**src/rtl/coin_start_sequencer.sv**
```systemverilog
// Arcade coin/start sequencer: turns a player start request into coin pulse(s)
// followed by a start pulse, or passes the raw requests straight through.
module coin_start_sequencer #(
  parameter int COIN_LEN  = 1843200,
  parameter int GAP_LEN   = 1843200,
  parameter int START_LEN = 921600
) (
  input  logic clk_sys,
  input  logic reset_n,
  input  logic auto_en,
  input  logic start1_req,
  input  logic start2_req,
  input  logic coin_req,
  output logic coin,
  output logic start1,
  output logic start2,
  output logic busy
);

  localparam int MAX_AB  = (COIN_LEN > GAP_LEN) ? COIN_LEN : GAP_LEN;
  localparam int MAX_LEN = (MAX_AB > START_LEN) ? MAX_AB : START_LEN;
  localparam int CNT_W   = $clog2(MAX_LEN) + 1;

  localparam logic [CNT_W-1:0] COIN_LD  = CNT_W'(COIN_LEN - 1);
  localparam logic [CNT_W-1:0] GAP_LD   = CNT_W'(GAP_LEN - 1);
  localparam logic [CNT_W-1:0] START_LD = CNT_W'(START_LEN - 1);
  localparam logic [CNT_W-1:0] CNT_ZERO = '0;
  localparam logic [CNT_W-1:0] CNT_ONE  = CNT_W'(1);

  localparam logic SEL_P1 = 1'b0;
  localparam logic SEL_P2 = 1'b1;

  typedef enum logic [2:0] {
    S_IDLE,
    S_COIN,
    S_GAP1,
    S_COIN2,
    S_GAP2,
    S_START,
    S_RELEASE
  } state_t;

  state_t            state_q, state_d;
  logic [CNT_W-1:0]  cnt_q, cnt_d;
  logic              sel_q, sel_d;
  logic              req1_q, req2_q;
  logic              armed_q;
  logic              coin_q, coin_d;
  logic              start1_q, start1_d;
  logic              start2_q, start2_d;
  logic              busy_q, busy_d;
  logic              rise1, rise2;
  logic              expired;

  // armed_q masks the first post-reset cycle so a level held through reset
  // is absorbed into the delay registers instead of reading as an edge.
  assign rise1   = armed_q & start1_req & ~req1_q;
  assign rise2   = armed_q & start2_req & ~req2_q;
  assign expired = (cnt_q == CNT_ZERO);

  always_ff @(posedge clk_sys or negedge reset_n) begin
    if (!reset_n) begin
      state_q  <= S_IDLE;
      cnt_q    <= CNT_ZERO;
      sel_q    <= SEL_P1;
      req1_q   <= 1'b0;
      req2_q   <= 1'b0;
      armed_q  <= 1'b0;
      coin_q   <= 1'b0;
      start1_q <= 1'b0;
      start2_q <= 1'b0;
      busy_q   <= 1'b0;
    end else begin
      state_q  <= state_d;
      cnt_q    <= cnt_d;
      sel_q    <= sel_d;
      req1_q   <= start1_req;
      req2_q   <= start2_req;
      armed_q  <= 1'b1;
      coin_q   <= coin_d;
      start1_q <= start1_d;
      start2_q <= start2_d;
      busy_q   <= busy_d;
    end
  end

  always_comb begin
    state_d = state_q;
    cnt_d   = cnt_q;
    sel_d   = sel_q;
    unique case (state_q)
      S_IDLE: begin
        if (auto_en && (rise1 || rise2)) begin
          state_d = S_COIN;
          cnt_d   = COIN_LD;
          sel_d   = rise1 ? SEL_P1 : SEL_P2;
        end
      end
      S_COIN: begin
        if (expired) begin
          state_d = S_GAP1;
          cnt_d   = GAP_LD;
        end else begin
          cnt_d = cnt_q - CNT_ONE;
        end
      end
      S_GAP1: begin
        if (expired) begin
          if (sel_q == SEL_P2) begin
            state_d = S_COIN2;
            cnt_d   = COIN_LD;
          end else begin
            state_d = S_START;
            cnt_d   = START_LD;
          end
        end else begin
          cnt_d = cnt_q - CNT_ONE;
        end
      end
      S_COIN2: begin
        if (expired) begin
          state_d = S_GAP2;
          cnt_d   = GAP_LD;
        end else begin
          cnt_d = cnt_q - CNT_ONE;
        end
      end
      S_GAP2: begin
        if (expired) begin
          state_d = S_START;
          cnt_d   = START_LD;
        end else begin
          cnt_d = cnt_q - CNT_ONE;
        end
      end
      S_START: begin
        if (expired) begin
          state_d = S_RELEASE;
          cnt_d   = CNT_ZERO;
        end else begin
          cnt_d = cnt_q - CNT_ONE;
        end
      end
      S_RELEASE: begin
        // Wait for both buttons up so a held start cannot retrigger.
        if (!start1_req && !start2_req) begin
          state_d = S_IDLE;
        end
      end
      default: begin
        state_d = S_IDLE;
        cnt_d   = CNT_ZERO;
      end
    endcase
  end

  // Outputs decode the next state so each register lines up with its phase.
  always_comb begin
    coin_d   = 1'b0;
    start1_d = 1'b0;
    start2_d = 1'b0;
    busy_d   = (state_d != S_IDLE);
    unique case (state_d)
      S_COIN, S_COIN2: coin_d = 1'b1;
      S_START: begin
        start1_d = (sel_d == SEL_P1);
        start2_d = (sel_d == SEL_P2);
      end
      S_IDLE: begin
        if (!auto_en) begin
          coin_d   = coin_req;
          start1_d = start1_req;
          start2_d = start2_req;
        end
      end
      default: begin
        coin_d = 1'b0;
      end
    endcase
  end

  assign coin   = coin_q;
  assign start1 = start1_q;
  assign start2 = start2_q;
  assign busy   = busy_q;

endmodule

```
**config.mk**
```make
export PLATFORM = sky130hd
export DESIGN_NAME = coin_start_sequencer
export DESIGN_NICKNAME = d
export VERILOG_FILES = /design/src/rtl/coin_start_sequencer.sv
export SDC_FILE = /design/constraint.sdc
export NUM_CORES = 1
export LEC_CHECK = 0
export CAP_MARGIN = 20
export CORE_MARGIN = 2
export CORE_UTILIZATION = 37
export CTS_CLUSTER_DIAMETER = 120
export DETAILED_ROUTE_END_ITERATION = 10
export PLACE_DENSITY = 0.52
export SLEW_MARGIN = 10
export SYNTH_ARGS = -nofsm -noshare
export SYNTH_HDL_FRONTEND = slang
export SYNTH_SLANG_ARGS = --single-unit
```
**constraint.sdc**
```tcl
create_clock -name clk_sys -period 3.1 [get_ports clk_sys]
set_input_delay 0.62 -clock clk_sys [delete_from_list [all_inputs] [get_ports clk_sys]]
set_output_delay 0.62 -clock clk_sys [all_outputs]
set_load 0.03 [all_outputs]
```
After elaboration in Yosys (flattened, before gate mapping)
Index checks and enable logic that the tools add are counted.

Add/sub/neg operators: 1. Eq/ne operators: 10. Muxes and demuxes: 25. Bitwise operators: 8. Reductions and logical operators: 12.

Operators by type and width (count): 22-bit one-hot mux with 6 select lines (1); 22-bit 2-to-1 mux (5); 3-bit 2-to-1 mux (8); 22-bit logical NOT (1); 22-bit by 1-bit subtractor with 22-bit output (second input constant) (1); 21-bit 2-to-1 mux (1); 3-bit one-hot mux with 7 select lines (1); 3-bit == test (second input constant) (4); 3-bit by 2-bit == test with 1-bit output (second input constant) (3); 3-bit by 1-bit == test with 1-bit output (second input constant) (2); 3-bit logical NOT (2); 1-bit 2-to-1 mux (6); 1-bit one-hot mux with 2 select lines (3); 1-bit bitwise AND (4); 1-bit inverter (4); 2-bit OR reduction (2); 3-bit nonzero test (1); 1-bit logical AND (2); 1-bit logical NOT (2); 2-bit inequality test (second input constant) (1); 2-bit AND reduction (1); 1-bit logical OR (1).

Bits in registers: 33. Input port bits: 6. Output and inout port bits: 4. Logic and storage cells: 66.

Longest topological paths before layout
Gate-level depths: netlist (run 1).

Word-level depth: 9. Depth in mapped cells: 8.

Least setup slack after synthesis (run 1)
Ideal clock, no wire load.

Path type: register -> register. Start: register cnt_q[12]. End: register cnt_q[12]. Data arrival time: 2130 ps. Required time: 2974 ps. Slack: 844 ps. Stages on the path, launching flop included: 7. Clock period less this slack: 2256 ps. Cell sequence: dfrtp_1 -> or4_4 -> or3_4 -> nor4_4 -> a211oi_1 -> and3_1 -> a221o_1.

Longest elaborated chain between the ends: 3. Elaborated cells between the ends (all ways): 7. Classes of those cells: add/sub: 1; mux: 5; reduce/logical: 1.

RTL lines: start, declared (RTL line 44) `logic [CNT_W-1:0] cnt_q, cnt_d;`; start signal, assigned (RTL line 75) `cnt_q <= cnt_d;`; 22-bit by 1-bit subtractor with 22-bit output / 22-bit logical NOT (equally long branches); 22-bit 2-to-1 mux, on equally long branches; 22-bit one-hot mux with 6 select lines * (RTL line 91) `unique case (state_q)`.

Mark *: on every way between the ends. The rest lies on a longest branch, timed or not. A chain may end at the register's enable or synchronous reset.

Worst setup path in the final report (run 1)
Start: register cnt_q[0]. End: register cnt_q[14].

Same word-level chain as after synthesis.

==> results of run 1 <==
==> stage by stage <==
stage / instance area (um^2) / util, % / instances / total power [mW] / worst slack, ps
after floorplan: 2000 / - / 227 / 0.446 / 844
after detailed placement: 2200 / 42.5 / 309 / 0.465 / 458
after CTS: 2280 / 44.2 / 316 / 0.801 / 554
final: 2280 / 44.2 / 316 / 0.787 / 534
after global placement: 2200 / 42.5 / 309 / 0.465 / 520
after global routing: 2280 / 44.2 / 316 / 0.820 / 287
==> state kept, by name (all words and copies together), names as in the netlist <==
name	cells
armed_q	1
busy	1
cnt_q	22
coin	1
req1_q	1
req2_q	1
sel_q	1
start1	1
start2	1
state_q	3
==> logic make-up (layout without fill, tap and decap cells) <==
family | count (synthesis) | after routing | synth area share, %
and+or+nand+nor | 99 | 99 | 27.0
AOI/OAI and AO/OA | 70 | 70 | 23.4
DFF | 33 | 33 | 41.4
other | 1 | 1 | 0.188
muxes | 2 | 2 | 1.00
xor gates and xnor gates | 6 | 6 | 2.63
adders and majority gates | 1 | 1 | 0.627
buffers and inverters | 15 | 34 | 3.82
==> worst min-delay path by stage <==
stage | start | to | depth (start not counted) | slack, ps
after floorplan | reset_n | armed_q | 0 | 320
after global placement | cnt_q[19] | cnt_q[19] | 2 | 500
after detailed placement | cnt_q[19] | cnt_q[19] | 2 | 510
after CTS | cnt_q[19] | cnt_q[19] | 2 | 530
after global routing | cnt_q[19] | cnt_q[19] | 2 | 550
final | cnt_q[19] | cnt_q[19] | 2 | 520
==> synthesized netlist by cell type (all sizes together) <==
cell	count	area, um^2
or3b	1	8.76
ha	1	12.5
or2	1	6.26
o41ai	1	8.76
nand3	2	10.0
a211o	1	8.76
or4	3	26.3
or3	10	68.8
nor2b	2	12.5
xor2	3	26.3
o22ai	1	6.26
a31oi	7	43.8
inv	9	33.8
and3	1	6.26
nand2b	2	12.5
nor3	9	60.1
dfrtp	33	826
mux2i	2	20.0
o221ai	1	8.76
nor4b	1	8.76
a2111oi	1	8.76
and4	1	8.76
o2bb2ai	1	8.76
nand2	29	111
o32ai	1	8.76
a221o	2	20.0
o311ai	1	8.76
clkbuf	6	42.5
a21o	6	45.0
nand4	4	25.0
a311oi	2	17.5
o211ai	6	50.1
conb	1	3.75
nor4	7	65.1
nor3b	1	7.51
nor2	23	86.3
o211a	2	20.0
xnor2	3	26.3
a211oi	3	22.5
a21oi	15	75.1
and2	2	13.8
o31ai	4	30.0
o21ai	15	75.1
==> worst min-delay path, cell delays in order (launching register included) <==
cell     delay [ps]
dfrtp_1         370
o21ai_1          70
nand2_1          50
==> per-layer routing <==
| metal | vias up | routed length (um) | GRT usage, % |
|---|---|---|---|
| met5 | - | 0 | 0 |
| met1 | 845 | 2550 | 26.8 |
| met3 | 5 | 244 | 3.49 |
| met4 | 0 | 41 | 5.36 |
| met2 | 49 | 2200 | 27.7 |
| li1 | 884 | - | - |
==> where the power goes <==
| group | switching, mW | internal [mW] |
|---|---|---|
| clock network | 0.155 | 0.176 |
| registers | 0.000774 | 0.432 |
| logic | 0.0142 | 0.00893 |
| total | 0.170 | 0.618 |
==> layout make-up <==
| cell class | instances | area share, % |
|---|---|---|
| clock buffer | 7 | 3.78 |
| sequential | 33 | 36.1 |
| timing repair buffer | 18 | 6.90 |
| inverter | 9 | 1.48 |
| multi-input combinational | 179 | 47.9 |
| tap | 70 | 3.83 |
==> results.md, run 1 <==
* Status: complete, no violations
* Netlist Area Pre-Place at around 0.0020 mm^2
* Reg clk slew, reported paths at roughly 70 ps
* Peak supply drop at 0.199 mV
* Fillcell total at about 510
* Drt drc at 0
* R2R cell count at 8
* Post-CTS sizing at 0
* Cell family with most CP delay: simple AND/OR/NAND/NOR gates
* GP Congestion at between 0.8 and 0.9
* 1st-iter DRT viols at 144
* Crit path kind: flip-flop to flip-flop
* Critical path endpoint category: flip-flop
* Setup crit start: cnt_q[0]
* Vias in the first global route at between 1500 and 2000
* Post-CTS Hold Buffers at 0
* Multi-input gate area at approximately 0.0011 mm^2
* Netlist cell types at 54
* Sequential-to-total area share from yosys stat at between 40 and 50%
* Final Hold Fails at 0
* Synth warn at 0
* Setup bufs post-CTS at 0
* MaxCap Viol Count at 0
* Vias per inst at around 5.6
* Crit-path cells: inv_1 -> ha_1 -> nor4b_1 -> and4_1 -> nand2_1 -> o211a_1 -> a21oi_1 -> nor2_1
* Crit path DAT at 2720 ps
* Synth Register Bits at 33
* Worst r2r src: cnt_q[0]
* Slew margin rel. at 39.1%
* Die area at approximately 0.006 mm^2
* Layout cell share with drive strength beyond 1 at 11.4%
* Most common cell after layout, fill and taps aside: dfrtp_1
* Routed Antenna Nets at 0
* Slowest-stage cell, CP: dfrtp_1
* First-pass GRT wire length at roughly 8700 um
* CP endpoint: cnt_q[14]
* Crit path depth at 8
* Hold Path Class: flip-flop to flip-flop
* # diodes at 0
* Total gr overflow at 0
* Min Hold Slack at ~520 ps
* Setup tns final at 0 ps
* CTS H-tree depth at 2
* R2R Path End: cnt_q[14]
* Syn Area/Cell at ~9 um^2
* Die height at 77.4 um
* Drt pass-1 iters at 4
* R2r setup slk at between 500 and 600 ps
* Leakage at slightly below 1 nW
* Minimum clock period at approximately 2600 ps
* Num CTS Buffers at 5
* Register Area at between 800 and 900 um^2
* RSZ-0062 raised after global routing: no
* # port buffers at 9
* Final WL at ~5000 um
* Fin crit share at just over 80%
* Starting density of the core at roughly two fifths
* All-Layer GR Usage at between 15 and 20%
* Site Rows at 26
* Largest net degree at the start of global routing at 34
* Routed len/inst at about 16 um
* Fin nets at around 250
* Slew Viols, Final at 0
* Buf/Inv on CP at 1
* Placeable core region at approximately 0.0052 mm^2
* Worst-path maximum fanout at 8
* Clock latency on the worst-skew pair at about 280 ps
* Cell Pwr Density at around 340 mW/mm^2
* Initial antenna violation count at 0
* I/O pins at 10
* CTS Root Cell: clkbuf_8
* Achievable Freq at between 300 and 400 MHz
* Worst-margin pin slew at approximately 910 ps
* Startpoint types: flip-flop
* Setup-failing EPs final at 0
* TritonCTS clock tree: done
* Clock Skews at 6.45 ps
* Syn-to-layout area delta at 14.5%
* Syn nets at around 230
* Critical path's largest stage delay at approximately 440 ps
* Post-DP HPWL at approximately 3600 um
* Clock Path Buffers at 2
* CP Data Required Time at about 3300 ps
* Clk sinks at 33
* Vias at around 1800
* Post-Syn Instances at approximately 230
* Die X at 77.4 um
* Most frequent cells in the layout: dfrtp_1, nand2_1, nor2_1
No activity file was read; power rests on OpenSTA's default activity.
==> run 2, diff against run 1 <==
--- a/config.mk
+++ b/config.mk
@@ -10,7 +10,7 @@
 export CORE_UTILIZATION = 37
 export CTS_CLUSTER_DIAMETER = 120
 export DETAILED_ROUTE_END_ITERATION = 10
-export PLACE_DENSITY = 0.52
+export PLACE_DENSITY = 0.54
 export SLEW_MARGIN = 10
 export SYNTH_ARGS = -nofsm -noshare
 export SYNTH_HDL_FRONTEND = slang
==> constraint.sdc (replaced) <==
create_clock -name clk_sys -period 2.18 [get_ports clk_sys]
set_input_delay 0.436 -clock clk_sys [delete_from_list [all_inputs] [get_ports clk_sys]]
set_output_delay 0.436 -clock clk_sys [all_outputs]
set_load 0.03 [all_outputs]
==> results.md, run 2 (synthesized netlist as in run 1, its figures left out) <==
* Status: complete, no violations
* 1st-iter DRT viols at 150 (+4.2%)
* Slew Viols, Final at 0 (unchanged)
* Clock Skews at 6.08 ps (-0.374 ps)
* I/O pins at 10 (unchanged)
* Die height at 77.4 um (unchanged)
* R2R cell count at 6 (-2)
* Final WL at 5740 um (+14%)
* Leakage at 1.28 nW (+29%)
* Crit path kind: flip-flop to flip-flop
* Peak supply drop at 0.284 mV (+43%)
* R2R Path End: cnt_q[12]
* Num CTS Buffers at 5 (unchanged)
* # port buffers at 9 (unchanged)
* Largest net degree at the start of global routing at 34 (unchanged)
* GP Congestion at 0.886 (+10%)
* Routed Antenna Nets at 0 (unchanged)
* NetSw at 0.237 mW (+39%)
* Clock latency on the worst-skew pair at 290 ps (about the same)
* Biggest regs: cnt_q (22), state_q (3)
* Max FFs per register at 22 (unchanged)
* GR Util met2 at 29.8% (+2.2 points)
* MaxCap Viol Count at 0 (unchanged)
* Critical path's largest stage delay at 550 ps (+110 ps)
* Final std cells w/o fill at 368 (+16%)
* Cell Pwr Density at 400 mW/mm^2 (+16%)
* Reg clk slew, reported paths at 60 ps (about the same)
* Initial antenna violation count at 0 (unchanged)
* Critical path endpoint category: flip-flop
* First-pass GRT wire length at 9500 um (+8.9%)
* TritonCTS clock tree: done
* Syn-to-layout area delta at 40.5%
* Vias at 2003 (+12%)
* Final core utilization at 54.2% (+10 points)
* Layout cell share with drive strength beyond 1 at 32.2% (+21 points)
* RSZ-0062 raised after global routing: yes
* Setup-failing EPs final at 0 (unchanged)
* Post-DP HPWL at 4200 um (+15%)
* All-Layer GR Usage at 20.2% (+1.8 points)
* Reg power frac at 55.0% (about the same)
* Hold Startpoint: cnt_q[19]
* Crit-path cells: or4_4 -> or3_4 -> nor4_4 -> a211oi_2 -> and3_1 -> a221o_1
* Fin crit share at 99.3% (+17 points)
* Placeable core region at 0.00517 mm^2 (unchanged)
* Final Hold Fails at 0 (unchanged)
* Worst r2r src: cnt_q[12]
* Combinational power share at 3.6% (+0.7 points)
* Placed Cells at 358 (+16%)
* Largest Register: cnt_q
* Total gr overflow at 0 (unchanged)
* Met1 GRT Util at 29.6% (+2.7 points)
* Crit path DAT at 2330 ps (-390 ps)
* CP Data Required Time at 2350 ps (-900 ps)
* Pre-CTS setup slack at -105 ps (-563 ps)
* Register Area at 826 um^2 (unchanged)
* Fin nets at 305 (+21%)
* Achievable Freq at 462 MHz (+19%)
* Clock Path Buffers at 2 (unchanged)
* Starting density of the core at 38.6% (unchanged)
* GRT busiest layer: met2
* WHS Path Cells at 2 (unchanged)
* Worst-path maximum fanout at 3 (-5)
* Slowest-stage cell, CP: or4_4
* Design internal power at 0.885 mW (+43%)
* Clock power frac at 41.4% (-0.6 points)
* Die area at 0.00600 mm^2 (unchanged)
* Vias per inst at 5.44 (-3.5%)
* Post-CTS Hold Buffers at 0 (unchanged)
* Hold Path Class: flip-flop to flip-flop
* Site Rows at 26 (unchanged)
* Startpoint types: flip-flop
* Clk sinks at 33 (unchanged)
* Drt pass-1 iters at 5 (+1)
* Final WS setup at 15.1 ps (-518 ps)
* Net Sw Frac at 21.1% (-0.45 points)
* Minimum clock period at 2160 ps (-402 ps)
* Routed len/inst at 15.6 um (-2.1%)
* Met3 usage in global routing at 3.95% (+0.47 points)
* Hold EP: cnt_q[19]
* Die X at 77.4 um (unchanged)
* CTS Root Cell: clkbuf_8
* Most common cell after layout, fill and taps aside: buf_4
* Most frequent cells in the layout: buf_4, dfrtp_1, nand2_1
* Drt drc at 0 (unchanged)
* Multi-input gate area at 0.00120 mm^2 (+10%)
* R2r setup slk at 20 ps (-520 ps)
* CTS H-tree depth at 2 (unchanged)
* Fillcell total at 474 (-6.7%)
* Vias in the first global route at 1917 (+11%)
* # diodes at 0 (unchanged)
-- run 2: cell count changes in the layout (fill, tap and decap cells not counted), sizes merged --
cell,delta
buf,+52
-- run 2: layout make-up --
cell class | instances | share of cell area, %
clock buffers | 7 | 3.08
inverters | 9 | 1.20
multi-input cells | 179 | 42.9
flip-flops and latches | 33 | 29.5
well taps | 70 | 3.12
repair buffers | 70 | 20.3
-- run 2: worst max path at each step --
stage | from | end | slack, ps | depth (start not counted)
2_1_floorplan | cnt_q[12] | cnt_q[12] | 50 | 6
3_3_place_gp | start1_req | cnt_q[21] | -60 | 7
3_5_place_dp | start1_req | cnt_q[21] | -110 | 7
4_1_cts | cnt_q[12] | cnt_q[12] | -4 | 6
5_1_grt | cnt_q[12] | cnt_q[12] | -120 | 6
6_report | cnt_q[12] | cnt_q[12] | 20 | 6
-- run 2: power groups by stage --
| stage | sequential, mW | combinational [mW] | clock [mW] |
|---|---|---|---|
| 6_report | 0.616 | 0.0405 | 0.464 |
| 5_1_grt | 0.616 | 0.0466 | 0.504 |
| 4_1_cts | 0.616 | 0.0423 | 0.480 |
| 3_5_place_dp | 0.628 | 0.0422 | 0 |
| 3_3_place_gp | 0.628 | 0.0420 | 0 |
| 2_1_floorplan | 0.628 | 0.00718 | 0 |
-- run 2: through the flow --
stage | hold slack (ps) | TNS, ps | instance area [um^2] | power [mW]
after floorplan | 140 | 0 | 2000 | 0.635
after global placement | 508 | -235 | 2580 | 0.670
after detailed placement | 507 | -596 | 2580 | 0.670
after CTS | 528 | -3.53 | 2700 | 1.14
after global routing | 570 | -675 | 2800 | 1.17
final | 525 | 0 | 2800 | 1.12
-- run 2: per-layer routing --
layer	vias up	part of all wire (%)
met5	-	0
met4	0	1.3
met3	9	4.6
met2	53	44
met1	958	51
li1	983	-
-- run 2: worst max-delay path, delay by kind of cell, from the launching register on --
kind            cells  cell delay (ps)
simple gates        4             1280
compound gates      2              370
flops               1              390
-- run 2: timing repair --
| action | 4_1_cts | 5_1_grt |
|---|---|---|
| pin swaps | 2 | 14 |
| hold endpoints to repair | 0 | 0 |
| buffers inserted | 0 | 3 |
| resized for setup | 6 | 17 |
| endpoints found under the setup margin | 6 | 17 |
==> run 3, diff against run 2 <==
--- a/config.mk
+++ b/config.mk
@@ -8,7 +8,7 @@
 export CAP_MARGIN = 20
 export CORE_MARGIN = 2
 export CORE_UTILIZATION = 37
-export CTS_CLUSTER_DIAMETER = 120
+export CTS_CLUSTER_DIAMETER = 150
 export DETAILED_ROUTE_END_ITERATION = 10
 export PLACE_DENSITY = 0.54
 export SLEW_MARGIN = 10
==> results of run 3 <==
Same layout as run 2: the final DEF is identical, and so are final timing and power.
